<file path="config.mk">
export PLATFORM = sky130hd
export DESIGN_NAME = imem_loader_flat
export DESIGN_NICKNAME = d
export VERILOG_FILES = /design/src/rtl/imem_loader_if.sv /design/src/rtl/imem_loader.sv /design/src/flat_wrapper.sv
export SDC_FILE = /design/constraint.sdc
export NUM_CORES = 1
export LEC_CHECK = 0
export BUFFER_PORTS_ARGS = -buffer_cell sky130_fd_sc_hd__buf_2
export CAP_MARGIN = 20
export CORE_UTILIZATION = 50
export CTS_CLUSTER_DIAMETER = 30
export CTS_CLUSTER_SIZE = 20
export DETAILED_ROUTE_END_ITERATION = 10
export PLACE_DENSITY = 0.76
export REMOVE_ABC_BUFFERS = 1
export SYNTH_ARGS = -nofsm -noshare
export SYNTH_HDL_FRONTEND = slang
export SYNTH_SLANG_ARGS = --single-unit
</file>
<file path="constraint.sdc">
create_clock -name clock -period 2.85 [get_ports clock]
set_input_delay 0.1425 -clock clock [delete_from_list [all_inputs] [get_ports clock]]
set_output_delay 0.1425 -clock clock [all_outputs]
set_load 0.02 [all_outputs]
</file>
<file path="src/rtl/imem_loader_if.sv">
// Byte-stream input and instruction-memory write port of the loader.
// master = loader side (consumes bytes, drives writes); slave = source/memory side.
interface imem_loader_if #(
    parameter int ADDRESS_WIDTH = 12,
    parameter int DATA_WIDTH    = 32
) ();
    logic [7:0]               in_data;
    logic                     in_valid;
    logic                     in_ready;
    logic                     wr_en;
    logic [ADDRESS_WIDTH-1:0] wr_addr;
    logic [DATA_WIDTH-1:0]    wr_data;

    modport master (
        input  in_data, in_valid,
        output in_ready, wr_en, wr_addr, wr_data
    );

    modport slave (
        output in_data, in_valid,
        input  in_ready, wr_en, wr_addr, wr_data
    );
endinterface

</file>
<file path="src/rtl/imem_loader.sv">
// Packs a little-endian byte stream into 32-bit words and writes them to instruction memory.
// 4th byte at edge t -> wr_en in cycle t+1; in_ready is low outside RECV and bytes are held by the source.
module imem_loader #(
    parameter int ADDRESS_WIDTH = 12,
    parameter int DATA_WIDTH    = 32
) (
    input  logic                     clock,
    input  logic                     reset,
    input  logic                     start,
    input  logic [ADDRESS_WIDTH-2:0] num_words,
    imem_loader_if.master            bus,
    output logic                     busy,
    output logic                     done,
    output logic [ADDRESS_WIDTH-2:0] word_count
);
    localparam int CW = ADDRESS_WIDTH - 1;
    // Memory holds 2**(ADDRESS_WIDTH-2) words; longer requests are clipped to that.
    localparam logic [CW-1:0] MAX_WORDS = CW'(1) << (ADDRESS_WIDTH - 2);
    localparam logic [CW-1:0] ONE       = CW'(1);

    typedef enum logic [1:0] {S_IDLE, S_RECV, S_WRITE, S_DONE} state_t;

    state_t                   state;
    state_t                   state_nxt;
    logic [CW-1:0]            n_words;
    logic [CW-1:0]            n_sat;
    logic [1:0]               byte_idx;
    logic [23:0]              word_buf;
    logic [ADDRESS_WIDTH-1:0] wr_addr_q;
    logic [DATA_WIDTH-1:0]    wr_data_q;
    logic                     accept_start;

    assign n_sat        = (num_words > MAX_WORDS) ? MAX_WORDS : num_words;
    assign accept_start = start && ((state == S_IDLE) || (state == S_DONE));

    always_ff @(posedge clock or posedge reset) begin
        if (reset) begin
            state <= S_IDLE;
        end else begin
            state <= state_nxt;
        end
    end

    always_comb begin
        state_nxt = state;
        case (state)
            S_IDLE, S_DONE: begin
                if (start) begin
                    state_nxt = (n_sat != '0) ? S_RECV : S_DONE;
                end
            end
            S_RECV: begin
                if (bus.in_valid && (byte_idx == 2'd3)) begin
                    state_nxt = S_WRITE;
                end
            end
            S_WRITE: begin
                state_nxt = ((word_count + ONE) == n_words) ? S_DONE : S_RECV;
            end
            default: state_nxt = S_IDLE;
        endcase
    end

    // The completed word and its address are captured with the last byte so they
    // stay on the write port after the pulse until the next word lands.
    always_ff @(posedge clock or posedge reset) begin
        if (reset) begin
            n_words    <= '0;
            word_count <= '0;
            byte_idx   <= '0;
            word_buf   <= '0;
            wr_addr_q  <= '0;
            wr_data_q  <= '0;
        end else if (accept_start) begin
            n_words    <= n_sat;
            word_count <= '0;
            byte_idx   <= '0;
            word_buf   <= '0;
        end else if ((state == S_RECV) && bus.in_valid) begin
            byte_idx <= byte_idx + 2'd1;
            case (byte_idx)
                2'd0:    word_buf[7:0]   <= bus.in_data;
                2'd1:    word_buf[15:8]  <= bus.in_data;
                2'd2:    word_buf[23:16] <= bus.in_data;
                default: begin
                    wr_data_q <= {bus.in_data, word_buf};
                    wr_addr_q <= {word_count[ADDRESS_WIDTH-3:0], 2'b00};
                end
            endcase
        end else if (state == S_WRITE) begin
            word_count <= word_count + ONE;
        end
    end

    assign bus.in_ready = (state == S_RECV);
    assign bus.wr_en    = (state == S_WRITE);
    assign bus.wr_addr  = wr_addr_q;
    assign bus.wr_data  = wr_data_q;
    assign busy         = (state == S_RECV) || (state == S_WRITE);
    assign done         = (state == S_DONE);
endmodule

</file>
<file path="src/flat_wrapper.sv">
// flat-port wrapper written by rule: the top's interface ports become plain ports
module imem_loader_flat 
#(
    parameter int ADDRESS_WIDTH = 12,
    parameter int DATA_WIDTH    = 32
)
  (clock, reset, start, num_words, busy, done, word_count, bus_in_data, bus_in_valid, bus_in_ready, bus_wr_en, bus_wr_addr, bus_wr_data);
  imem_loader_if #(.ADDRESS_WIDTH(ADDRESS_WIDTH), .DATA_WIDTH(DATA_WIDTH)) bus_i ();
  input  logic clock;
  input  logic reset;
  input  logic start;
  input  logic [ADDRESS_WIDTH-2:0] num_words;
  output logic busy;
  output logic done;
  output logic [ADDRESS_WIDTH-2:0] word_count;
  input wire logic [$bits(bus_i.in_data)-1:0] bus_in_data;
  input wire logic [$bits(bus_i.in_valid)-1:0] bus_in_valid;
  output wire logic [$bits(bus_i.in_ready)-1:0] bus_in_ready;
  output wire logic [$bits(bus_i.wr_en)-1:0] bus_wr_en;
  output wire logic [$bits(bus_i.wr_addr)-1:0] bus_wr_addr;
  output wire logic [$bits(bus_i.wr_data)-1:0] bus_wr_data;
  assign bus_i.in_data = bus_in_data;
  assign bus_i.in_valid = bus_in_valid;
  assign bus_in_ready = bus_i.in_ready;
  assign bus_wr_en = bus_i.wr_en;
  assign bus_wr_addr = bus_i.wr_addr;
  assign bus_wr_data = bus_i.wr_data;
  imem_loader #(.ADDRESS_WIDTH(ADDRESS_WIDTH), .DATA_WIDTH(DATA_WIDTH)) u_core (.clock(clock), .reset(reset), .start(start), .num_words(num_words), .bus(bus_i), .busy(busy), .done(done), .word_count(word_count));
endmodule
</file>
======== Yosys cells after proc, flatten, opt, wreduce, memory -nomap -nowiden ========
Cells that the tools add are included.
cells by class
  $add $sub $neg .......................... 2
  order comparisons ....................... 1
  eq/ne operators ......................... 10
  multiplexer cells ....................... 16
  bitwise operators ....................... 2
  reductions and logical operators ........ 21
operators with widths
  kind                                                 number
  2-to-1 mux 24 bit                                    2
  2-to-1 mux 11 bit                                    4
  2-to-1 mux 8 bit                                     3
  2-to-1 mux 2 bit                                     6
  adder 11 x 1 -> 11 bit, second input constant        1
  equality test 11 bit                                 1
  > comparator 11 bit, second input constant           1
  nonzero test 11 bit                                  1
  AND reduction 2 bit                                  5
  nonzero test 2 bit                                   5
  equality test 2 bit, second input constant           4
  case mux 2 bit (3 select lines)                      1
  equality test 2 x 1 -> 1 bit, second input constant  2
  logical NOT 2 bit                                    2
  != test 2 x 1 -> 1 bit, second input constant        2
  logical AND 1 bit                                    3
  AND reduction 3 bit                                  1
  OR reduction 3 bit                                   1
  adder 2 x 1 -> 2 bit, second input constant          1
  logical OR 1 bit                                     2
  != test 2 bit, second input constant                 1
  inverter 1 bit                                       2
  OR reduction 2 bit                                   1
storage, ports and cells
  flip-flop bits (word level) ............. 92
  input port bits ......................... 23
  logic and storage cells ................. 61

======== Depth between registers and ports, before layout ========
Gate-level depths: netlist of the first run.
  depth after elaboration ................. 6
  mapped depth ............................ 7

======== Worst setup path before layout of the first run ========
Ideal clock, no wire load.
  kind .................................... reg-to-reg
  start point ............................. register u_core.state[0]
  end point ............................... register u_core.state[1]
  arrival ................................. 2.049 ns
  data required time ...................... 2.755 ns
  setup slack ............................. 0.706 ns
  stages on the path, launching flop included .. 8
  buffers on the path ..................... 0
  period minus slack after synthesis ...... 2.144 ns
  cells stage by stage .................... dfrtp_1 -> inv_1 -> ha_1 -> inv_1 -> a2bb2oi_1 -> nand4b_1 -> or4_1 -> o31ai_1
on the way
  cells in the longest elaborated chain, start to end .. 4
  elaborated cells between the ends (all ways) .. 9
  classes of those cells .................. 5 x eq/ne; 1 x mux; 3 x reduce/logical
ends and longest elaborated chain
  what                                                             RTL line           text
  start: declaration                                               imem_loader.sv:23  state_t state;
  start signal: assignment                                         imem_loader.sv:40  state <= state_nxt;
  equality test 2 bit / logical NOT 2 bit (equally long branches)  imem_loader.sv:46  case (state)
  OR reduction 2 bit                                               imem_loader.sv:46
  != test 2 bit (no source line)                                   --
  AND reduction 2 bit (no source line)                             --
Parallel ways exist; a longest one is shown, timed or not.
A chain may end at the register's enable or synchronous reset.

======== Final worst setup path of the first run ========
Same ends and word-level chain as after synthesis.

==> results of run 1 <==
-- area by class of cell --
| cell class | instances | share of cell area |
|---|---|---|
| Sequential cell | 92 | 0.475 |
| Clock inverter | 6 | 0.0194 |
| Inverter | 7 | 0.00568 |
| Tap cell | 102 | 0.0264 |
| Multi-Input combinational cell | 254 | 0.351 |
| Timing Repair Buffer | 86 | 0.0956 |
| Clock buffer | 10 | 0.0264 |
-- power by group through the flow --
stage / sequential [µW] / clock (µW) / combinational, µW
6_report: 1820 / 977 / 1340
5_1_grt: 1860 / 1050 / 1490
4_1_cts: 1820 / 993 / 1350
3_5_place_dp: 1840 / 0 / 1340
3_3_place_gp: 1830 / 0 / 1300
2_1_floorplan: 1920 / 0 / 822
-- repair_timing --
item,CTS,global route
hold endpoints to repair,28,0
hold buffers,1,0
setup buffers,0,0
-- through the flow --
| step | cells | setup TNS (ns) | util | instance area, µm² | hold WS (ns) |
|---|---|---|---|---|---|
| 2_1_floorplan | 353 | -21.10 | - | 4020 | 0.248 |
| 3_3_place_gp | 540 | 0 | 0.588 | 4610 | 0.182 |
| 3_5_place_dp | 540 | 0 | 0.588 | 4610 | 0.182 |
| 4_1_cts | 557 | 0 | 0.617 | 4840 | 0.00615 |
| 5_1_grt | 557 | 0 | 0.617 | 4840 | 0.0198 |
| 6_report | 557 | 0 | 0.617 | 4840 | 0.0163 |
-- Yosys cell counts (3+ instances only) --
master	number	area, µm²
a21oi_1	28	140
a22o_1	4	35.0
buf_2	3	15.0
clkbuf_1	15	56.3
dfrtp_1	92	2300
ha_1	9	113
inv_1	7	26.3
mux2_2	41	462
nand2_1	53	199
nand3_1	30	150
nand3b_1	7	52.6
nor2_1	20	75.1
nor3_1	3	15.0
o21ai_0	5	25.0
xnor2_1	10	87.6
xor2_1	13	114
-- sequential cells by signal (all words and copies together), names as in the netlist --
signal / flops
u_core.word_buf: 24
u_core.state: 2
u_core.bus.wr_addr: 10
u_core.word_count: 11
u_core.bus.wr_data: 32
u_core.n_words: 11
u_core.byte_idx: 2
-- final timing paths --
kind,slack (ns),endpoint,from
setup / recovery,0.53,u_core.state[1],u_core.state[0]
hold reg to reg,0.50,u_core.n_words[0],u_core.n_words[0]
hold / removal,0.02,u_core.n_words[2],num_words[2]
min in group asynchronous,0.33,u_core.bus.wr_data[6],reset
setup reg to reg,0.53,u_core.state[1],u_core.state[0]
max in group asynchronous,1.66,u_core.bus.wr_addr[5],reset
-- kinds of logic (layout without fill, tap and decap cells) --
logic type / Yosys count / after routing / synth area share
compound gates: 48 / 48 / 0.0692
other cells: 1 / 2 / 0.000910
mux: 42 / 42 / 0.114
buf+inv: 29 / 109 / 0.0310
flops: 92 / 92 / 0.559
simple gates: 130 / 130 / 0.150
xor+xnor: 23 / 23 / 0.0489
fa+ha+maj: 9 / 9 / 0.0273
-- worst reg2reg max path: stages, from the launching register on --
cell,delay (ns)
dfrtp_1,0.42
inv_1,0.06
ha_1,0.32
inv_1,0.13
a2bb2oi_1,0.38
nand4b_1,0.14
or4_1,0.48
o31ai_1,0.27
-- per-layer routing --
metal	GRT usage	routed length, µm	up-vias
met5	0	0	-
met4	0.0885	155	0
met3	0.0378	353	13
met2	0.341	4160	82
met1	0.283	3810	1459
li1	-	-	1429
==> impl_metrics.toml, run 1 <==
[worst_setup_path]
ff2ff_path_depth = 7
critical_path.slowest_cell = "or4_1"
crit_buf_inv = 2
crit_cells = 7
cp_data_required_time_ns = 3.11
cp-start-kind = "register"
crit_path_max_fanout = 5
critical_path.endpoint_type = "register"
cp.arrival_ns = 2.58
cpMostUsedCell = "inv_1"
critical-path-top-delay-family = "compound AO/OA/AOI/OAI gates"
path_cells = "inv_1 > ha_1 > inv_1 > a2bb2oi_1 > nand4b_1 > or4_1 > o31ai_1"
slowest_delay_ns = 0.48
worstSetupPathType = "register to register"

[die]
die_w_um = 92.8
start_util = 0.525
chipHeight_um = 92.8
num_io_pins = 82
die-area_mm2 = 0.00861
coreArea_mm2 = 0.00785
std_cell_rows = 32

[pwr]
report.power.total_uw = 4130
pwr_density_cell_mw_per_mm2 = 853
ir_drop_mv = 0.783
seq_power_share = 0.439
leakagePower_uw = 0.00251
p_comb_frac = 0.324
internal-power_uw = 2610
p_switching_uw = 1520
pwr-share-clk = 0.236
p_sw_frac = 0.368

[route]
wl_per_cell_um = 15.2
drt-vias-per-instance = 5.36
wirelength_um = 8480
dr_total_vias = 2983
final_antenna_net_count = 0
drc = 0
first_pass_iters = 4
drt_iter0_drc = 135

[global_routing]
antenna_found_initial = 0
grt_util_all_layers = 0.212
grt_max_degree = 41
grt-ovfl-total = 0
grt_pass1_wl_um = 13900
grt_pass1_vias = 2809

[layout]
regArea_mm2 = 0.00230
final_layout_size_suffix_gt1_frac = 0.325
syn2layout_area_growth_pct = 17.5
final_cell_mix = "dfrtp_1, buf_2, nand2_1, mux2_2, nand3_1"
diodes = 0
layout_commonest_cell = "dfrtp_1"
num-nets-final = 482
multi_input_area_mm2 = 0.00170
fillers = 662

[sta]
relSlewSlack = 0.659
fin_ws_ns = 0.534
max_freq_ghz = 0.432
hold_viol_final = 0
tightest_slew_ns = 0.511
fin_crit_ns = 2.32
rsz0062_at_grt = "false"
setup_violations = 0
post-route-period-util = 0.813
final_max_slew_viol_count = 0
clock_skew_ns = 0.0144

[run_status]
outcome = "finished, final reports clean"

[logic_synthesis]
avgSynthCellArea_um2 = 11.0
synth_ff_type = "dfrtp_1"
synth_cells = 374
synth_cell_types = 41
synth-edff-count = 0
ys_seq_elements = 92
yosysSeqAreaShare = 0.559
ys_warn_count = 0
async_reset_ff_frac = 1.00
synth_area_mm2 = 0.00412

[flow_run]
cap_viol_max_count = 0

[min_path]
min_path_type = "input port to register"
hold_depth = 2

[clocking]
path_clk_slew_ns = 0.09
cts.repair.resized = 0
cts_buffers = 9
cts_tree = "yes"
clk_latency_ns = 0.37
clockBufferDepth = 2
h-tree-depth = 3
clkSinkCount = 92
cts_root_buffer = "clkbuf_8"

[placed_design]
gp_congestion = 0.813
dpl.hpwl_um = 5930
io_buffers = 79
pre_cts_ws_ns = 0.591
No activity file was read; power rests on OpenSTA's default activity.
==> run 2: changes to the inputs <==
Settings changed: ABC_AREA from default to 1.
Clock period 2.85 ns to 2.45 ns, I/O delays scaled along.
==> impl_metrics.toml, run 2 <==
[logic_synthesis]
synth_common_cells = "nand2_1, dfrtp_1, o21ai_0"
synth_ff_type = "dfrtp_1"
yosys-top-cells-area = "dfrtp_1, nand2_1, o21ai_0, inv_1, nand3_1"
synth.most_common_cell = "nand2_1"
synth_area_leader_cell = "dfrtp_1"
ys_seq_elements = 92
synth_top_area_frac = 0.559
synth-edff-count = 0
avgSynthCellArea_um2 = 8.35
synth_cells = 493
synth_cell_types = 23
yosysSeqAreaShare = 0.559
synth_area_mm2 = 0.00412
ys_warn_count = 0
async_reset_ff_frac = 1.00

[sta]
tightest_slew_ns = 0.525
rsz0062_at_grt = "false"
setup_violations = 0
clock_skew_ns = 0.0109
holdWs_ns = 0.00676
max_freq_ghz = 0.503
post-route-period-util = 0.812
relSlewSlack = 0.649
final_max_slew_viol_count = 0
hold_viol_final = 0
fin_crit_ns = 1.99

[global_routing]
grt_util_met3 = 0.0279
grt-ovfl-total = 0
grt_util_all_layers = 0.217
met1_usage = 0.308
grtUsageMet2 = 0.336
grt_max_degree = 93
grt_pass1_wl_um = 14400
grt_pass1_vias = 3012
antenna_found_initial = 0
grt_busiest_layer = "met2"

[clocking]
clk_latency_ns = 0.37
cts_root_buffer = "clkbuf_8"
clockBufferDepth = 2
cts_tree = "yes"
cts_buffers = 9
path_clk_slew_ns = 0.09
clkSinkCount = 92
h-tree-depth = 3

[min_path]
min_path_type = "input port to register"

[die]
std_cell_rows = 32
die_w_um = 92.8
start_util = 0.525
num_io_pins = 82
die-area_mm2 = 0.00860
coreArea_mm2 = 0.00785
chipHeight_um = 92.8

[placed_design]
dp_cells = 662
io_buffers = 79
gp_congestion = 0.852
dpl.hpwl_um = 6110

[route]
wl_per_cell_um = 12.9
drt_iter0_drc = 260
dr_total_vias = 3402
drc = 0
drt-vias-per-instance = 5.01
first_pass_iters = 4
final_antenna_net_count = 0
wirelength_um = 8750

[worst_setup_path]
cp_data_required_time_ns = 2.72
worstSetupPathType = "register to register"
cp.arrival_ns = 2.26
critical_path.endpoint_type = "register"
cp-start-kind = "register"
crit_path_max_fanout = 76

[layout]
final_cell_mix = "nand2_1, dfrtp_1, o21ai_0, buf_2, inv_1"
stdcell_count = 679
syn2layout_area_growth_pct = 17.2
fillers = 710
num-nets-final = 604
final_layout_size_suffix_gt1_frac = 0.191
multi_input_area_mm2 = 0.00143
diodes = 0
regArea_mm2 = 0.00230
largest_reg_flops = 32
layout_commonest_cell = "nand2_1"

[pwr]
leakagePower_uw = 0.00258
ir_drop_mv = 0.813
pwr_density_cell_mw_per_mm2 = 1130

[run_status]
outcome = "finished, final reports clean"

[flow_run]
cap_viol_max_count = 0
-- run 2: changes by cell type after synthesis, moves of 3 or more --
cell	change
mux2_2	-41
nand3b_1	-7
xor2_1	-13
clkbuf_1	-4
inv_1	+72
nand2_1	+83
nand3_1	-5
a22o_1	-4
a21oi_1	-26
o22ai_1	+14
nor3_1	-3
xnor2_1	-10
o21ai_0	+75
-- run 2: cells by family after synthesis --
kind of cell    share of synthesized area
compound gates                      0.129
fa+ha+maj                          0.0273
buf+inv                            0.0942
flops                               0.559
other cells                      0.000911
simple gates                        0.189
-- run 2: cell type report --
class,count,share of cell area
sequential,92,0.477
multi-input combinational,303,0.297
timing repair buffer,85,0.0970
inverter,81,0.0633
tap,102,0.0264
clock buffer,9,0.0257
clock inverter,7,0.0135
-- run 2: worst paths after layout --
kind	start	endpoint	slack [ns]	cells past startpoint
setup reg to reg	u_core.state[0]	u_core.bus.wr_data[20]	0.46	8
max in group asynchronous	reset	u_core.bus.wr_data[4]	1.68	4
hold reg to reg	u_core.bus.wr_data[18]	u_core.bus.wr_data[18]	0.48	2
setup / recovery	u_core.state[0]	u_core.bus.wr_data[20]	0.46	8
min in group asynchronous	reset	u_core.word_buf[0]	0.41	4
hold / removal	num_words[10]	u_core.n_words[10]	0.007	3
-- run 2: power by group --
group	internal [µW]	switching [µW]
combinational	672	1470
sequential	2050	262
clock	394	589
-- run 2: worst max-delay path, stage by stage, from the launching register on --
cell and delay, ns:
dfrtp_1 0.45, inv_1 0.07, ha_1 0.31, nand2_1 0.16, inv_1 0.08, nor2_1 0.20
nand2_2 0.17, buf_12 0.22, o21ai_0 0.22
-- run 2: repair_timing --
| item | 4_1_cts | 5_1_grt |
|---|---|---|
| setup buffers | 0 | 0 |
| endpoints found under the hold margin | 92 | 0 |
| resized for setup | 0 | 0 |
| hold buffers | 1 | 0 |
-- run 2: metrics by stage --
step / setup WS (ns) / TNS, ns / util / power [µW] / instance area (µm²)
final: 0.461 / 0 / 0.615 / 5440 / 4830
after global routing: 0.271 / 0 / 0.615 / 5830 / 4830
after CTS: 0.481 / 0 / 0.615 / 5470 / 4830
after detailed placement: 0.501 / 0 / 0.590 / 4480 / 4630
after global placement: 0.635 / 0 / 0.590 / 4390 / 4630
after floorplan: -0.334 / -19.95 / - / 3710 / 4040
-- run 2: routing by layer --
metal	share of wire	wire (µm)
met1	0.47	4080
met2	0.47	4130
met3	0.045	396
met4	0.016	139
met5	0	0
==> run 3: changes to the inputs <==
Settings changed: ABC_AREA 1 to 0.
Clock period 2.45 ns to 1.9 ns, I/O delays scaled along.
==> impl_metrics.toml, run 3 (synthesis gave the netlist of run 1 again) <==
[run_status]
outcome = "finished, final reports clean"

[route]
wirelength_um = 9060
wl_per_cell_um = 15.4
drt-vias-per-instance = 5.40
first_pass_iters = 4
drt_iter0_drc = 76
final_antenna_net_count = 0
dr_total_vias = 3169
drc = 0

[placed_design]
gp_congestion = 0.911
io_buffers = 79
dp_cells = 556
pre_cts_ws_ns = -0.0676
dpl.hpwl_um = 6200

[worst_setup_path]
worstReg2RegEnd = "u_core.state[1]"
r2r-start = "u_core.word_count[1]"
worstSetupPathType = "register to register"
cp.arrival_ns = 2.10
cp_data_required_time_ns = 2.16
ff2ff_path_depth = 6
critical_path.endpoint_type = "register"
rrSetupSlack_ns = 0.06
crit_path_max_fanout = 2
cp-start-kind = "register"

[layout]
syn2layout_area_growth_pct = 27.0
stdcell_count = 587
multi_input_area_mm2 = 0.00177
fillers = 620
final_layout_size_suffix_gt1_frac = 0.377
diodes = 0
largest_reg_flops = 32
num-nets-final = 512
final_cell_mix = "dfrtp_1, buf_2, nand2_1, mux2_2, a21oi_1"
layout_commonest_cell = "dfrtp_1"
regArea_mm2 = 0.00231

[global_routing]
grt_max_degree = 38
grt_pass1_wl_um = 14700
antenna_found_initial = 0
grt-ovfl-total = 0
grt_pass1_vias = 3087
grt_util_all_layers = 0.224

[sta]
tns_ns = 0
fin_crit_ns = 1.84
post-route-period-util = 0.970
final_max_slew_viol_count = 0
fin_ws_ns = 0.0562
setup_violations = 0
clock_skew_ns = 0.0139
max_freq_ghz = 0.542
hold_viol_final = 0

[min_path]
hold_end = "u_core.word_buf[21]"
hold_depth = 3
hold_start = "bus_in_data[5]"
min_path_type = "input port to register"

[pwr]
ir_drop_mv = 0.798
seq_power_share = 0.400
p_sw_frac = 0.355
pwr_density_cell_mw_per_mm2 = 1290
leakagePower_uw = 0.00268
p_comb_frac = 0.358
p_switching_uw = 2400
pwr-share-clk = 0.242
internal-power_uw = 4360

[die]
std_cell_rows = 32
start_util = 0.525
num_io_pins = 82
die_w_um = 92.8
die-area_mm2 = 0.00861
chipHeight_um = 92.8
coreArea_mm2 = 0.00785

[clocking]
clk_latency_ns = 0.37
cts_tree = "yes"
h-tree-depth = 3
clockBufferDepth = 2
clkSinkCount = 92
path_clk_slew_ns = 0.10
cts_root_buffer = "clkbuf_8"
cts_buffers = 9

[flow_run]
cap_viol_max_count = 0
## run 3: changes by cell type in the layout (fill, tap and decap cells not counted), sizes merged, moves of 19 or more
| cell | before | now |
|---|---|---|
| nand2 | 138 | 53 |
| inv | 84 | 8 |
| a21oi | 3 | 28 |
| buf | 84 | 103 |
| mux2 | 0 | 41 |
| o21ai | 82 | 6 |
## run 3: worst max path at each step
stage,start,end,depth (start not counted)
floorplan,u_core.state[1],u_core.bus.wr_addr[11],5
global placement,u_core.word_count[0],u_core.state[1],6
detailed placement,u_core.word_count[0],u_core.state[1],6
CTS,u_core.state[1],u_core.state[1],6
global route,u_core.word_count[1],u_core.state[1],6
finish,u_core.word_count[1],u_core.state[1],6
## run 3: critical path, stage by stage, from the launching register on
cell	delay (ns)
dfrtp_1	0.42
ha_4	0.29
xnor2_2	0.10
and4_1	0.18
nand4b_1	0.08
or4_1	0.42
o31ai_1	0.25
## run 3: metal layers
layer / vias up / routed length [µm] / global-route usage
li1: 1489 / - / -
met3: 16 / 497 / 0.0583
met5: - / 0 / 0
met2: 111 / 4640 / 0.374
met4: 0 / 167 / 0.0833
met1: 1553 / 3750 / 0.279
## run 3: power by group through the flow
stage	clock network, µW	registers, µW	logic, µW
final	1640	2710	2420
after global routing	1750	2760	2660
after CTS	1670	2690	2320
after detailed placement	0	2720	2240
after global placement	0	2700	2180
after floorplan	0	2870	1230
## run 3: layout make-up
class	instances	share of cell area
Multi-Input combinational cell	254	0.339
Timing Repair Buffer	116	0.143
Inverter	7	0.00526
Sequential cell	92	0.440
Clock inverter	6	0.0222
Tap cell	102	0.0244
Clock buffer	10	0.0263
## run 3: through the flow
step / util / cell area [µm²] / hold slack, ns / power, µW
finish: 0.667 / 5240 / 0.0246 / 6770
global route: 0.667 / 5240 / 0.0114 / 7170
floorplan: - / 4020 / 0.200 / 4110
global placement: 0.606 / 4760 / 0.117 / 4880
detailed placement: 0.606 / 4760 / 0.121 / 4960
CTS: 0.656 / 5150 / 0.00632 / 6690
## run 3: repair_timing
| item | 4_1_cts | 5_1_grt |
|---|---|---|
| setup buffers | 0 | 2 |
| hold buffers | 12 | 1 |
| pin swaps | 1 | 5 |
| setup endpoints to repair | 1 | 24 |
| gates resized for setup | 5 | 15 |
| hold endpoints to repair | 33 | 1 |
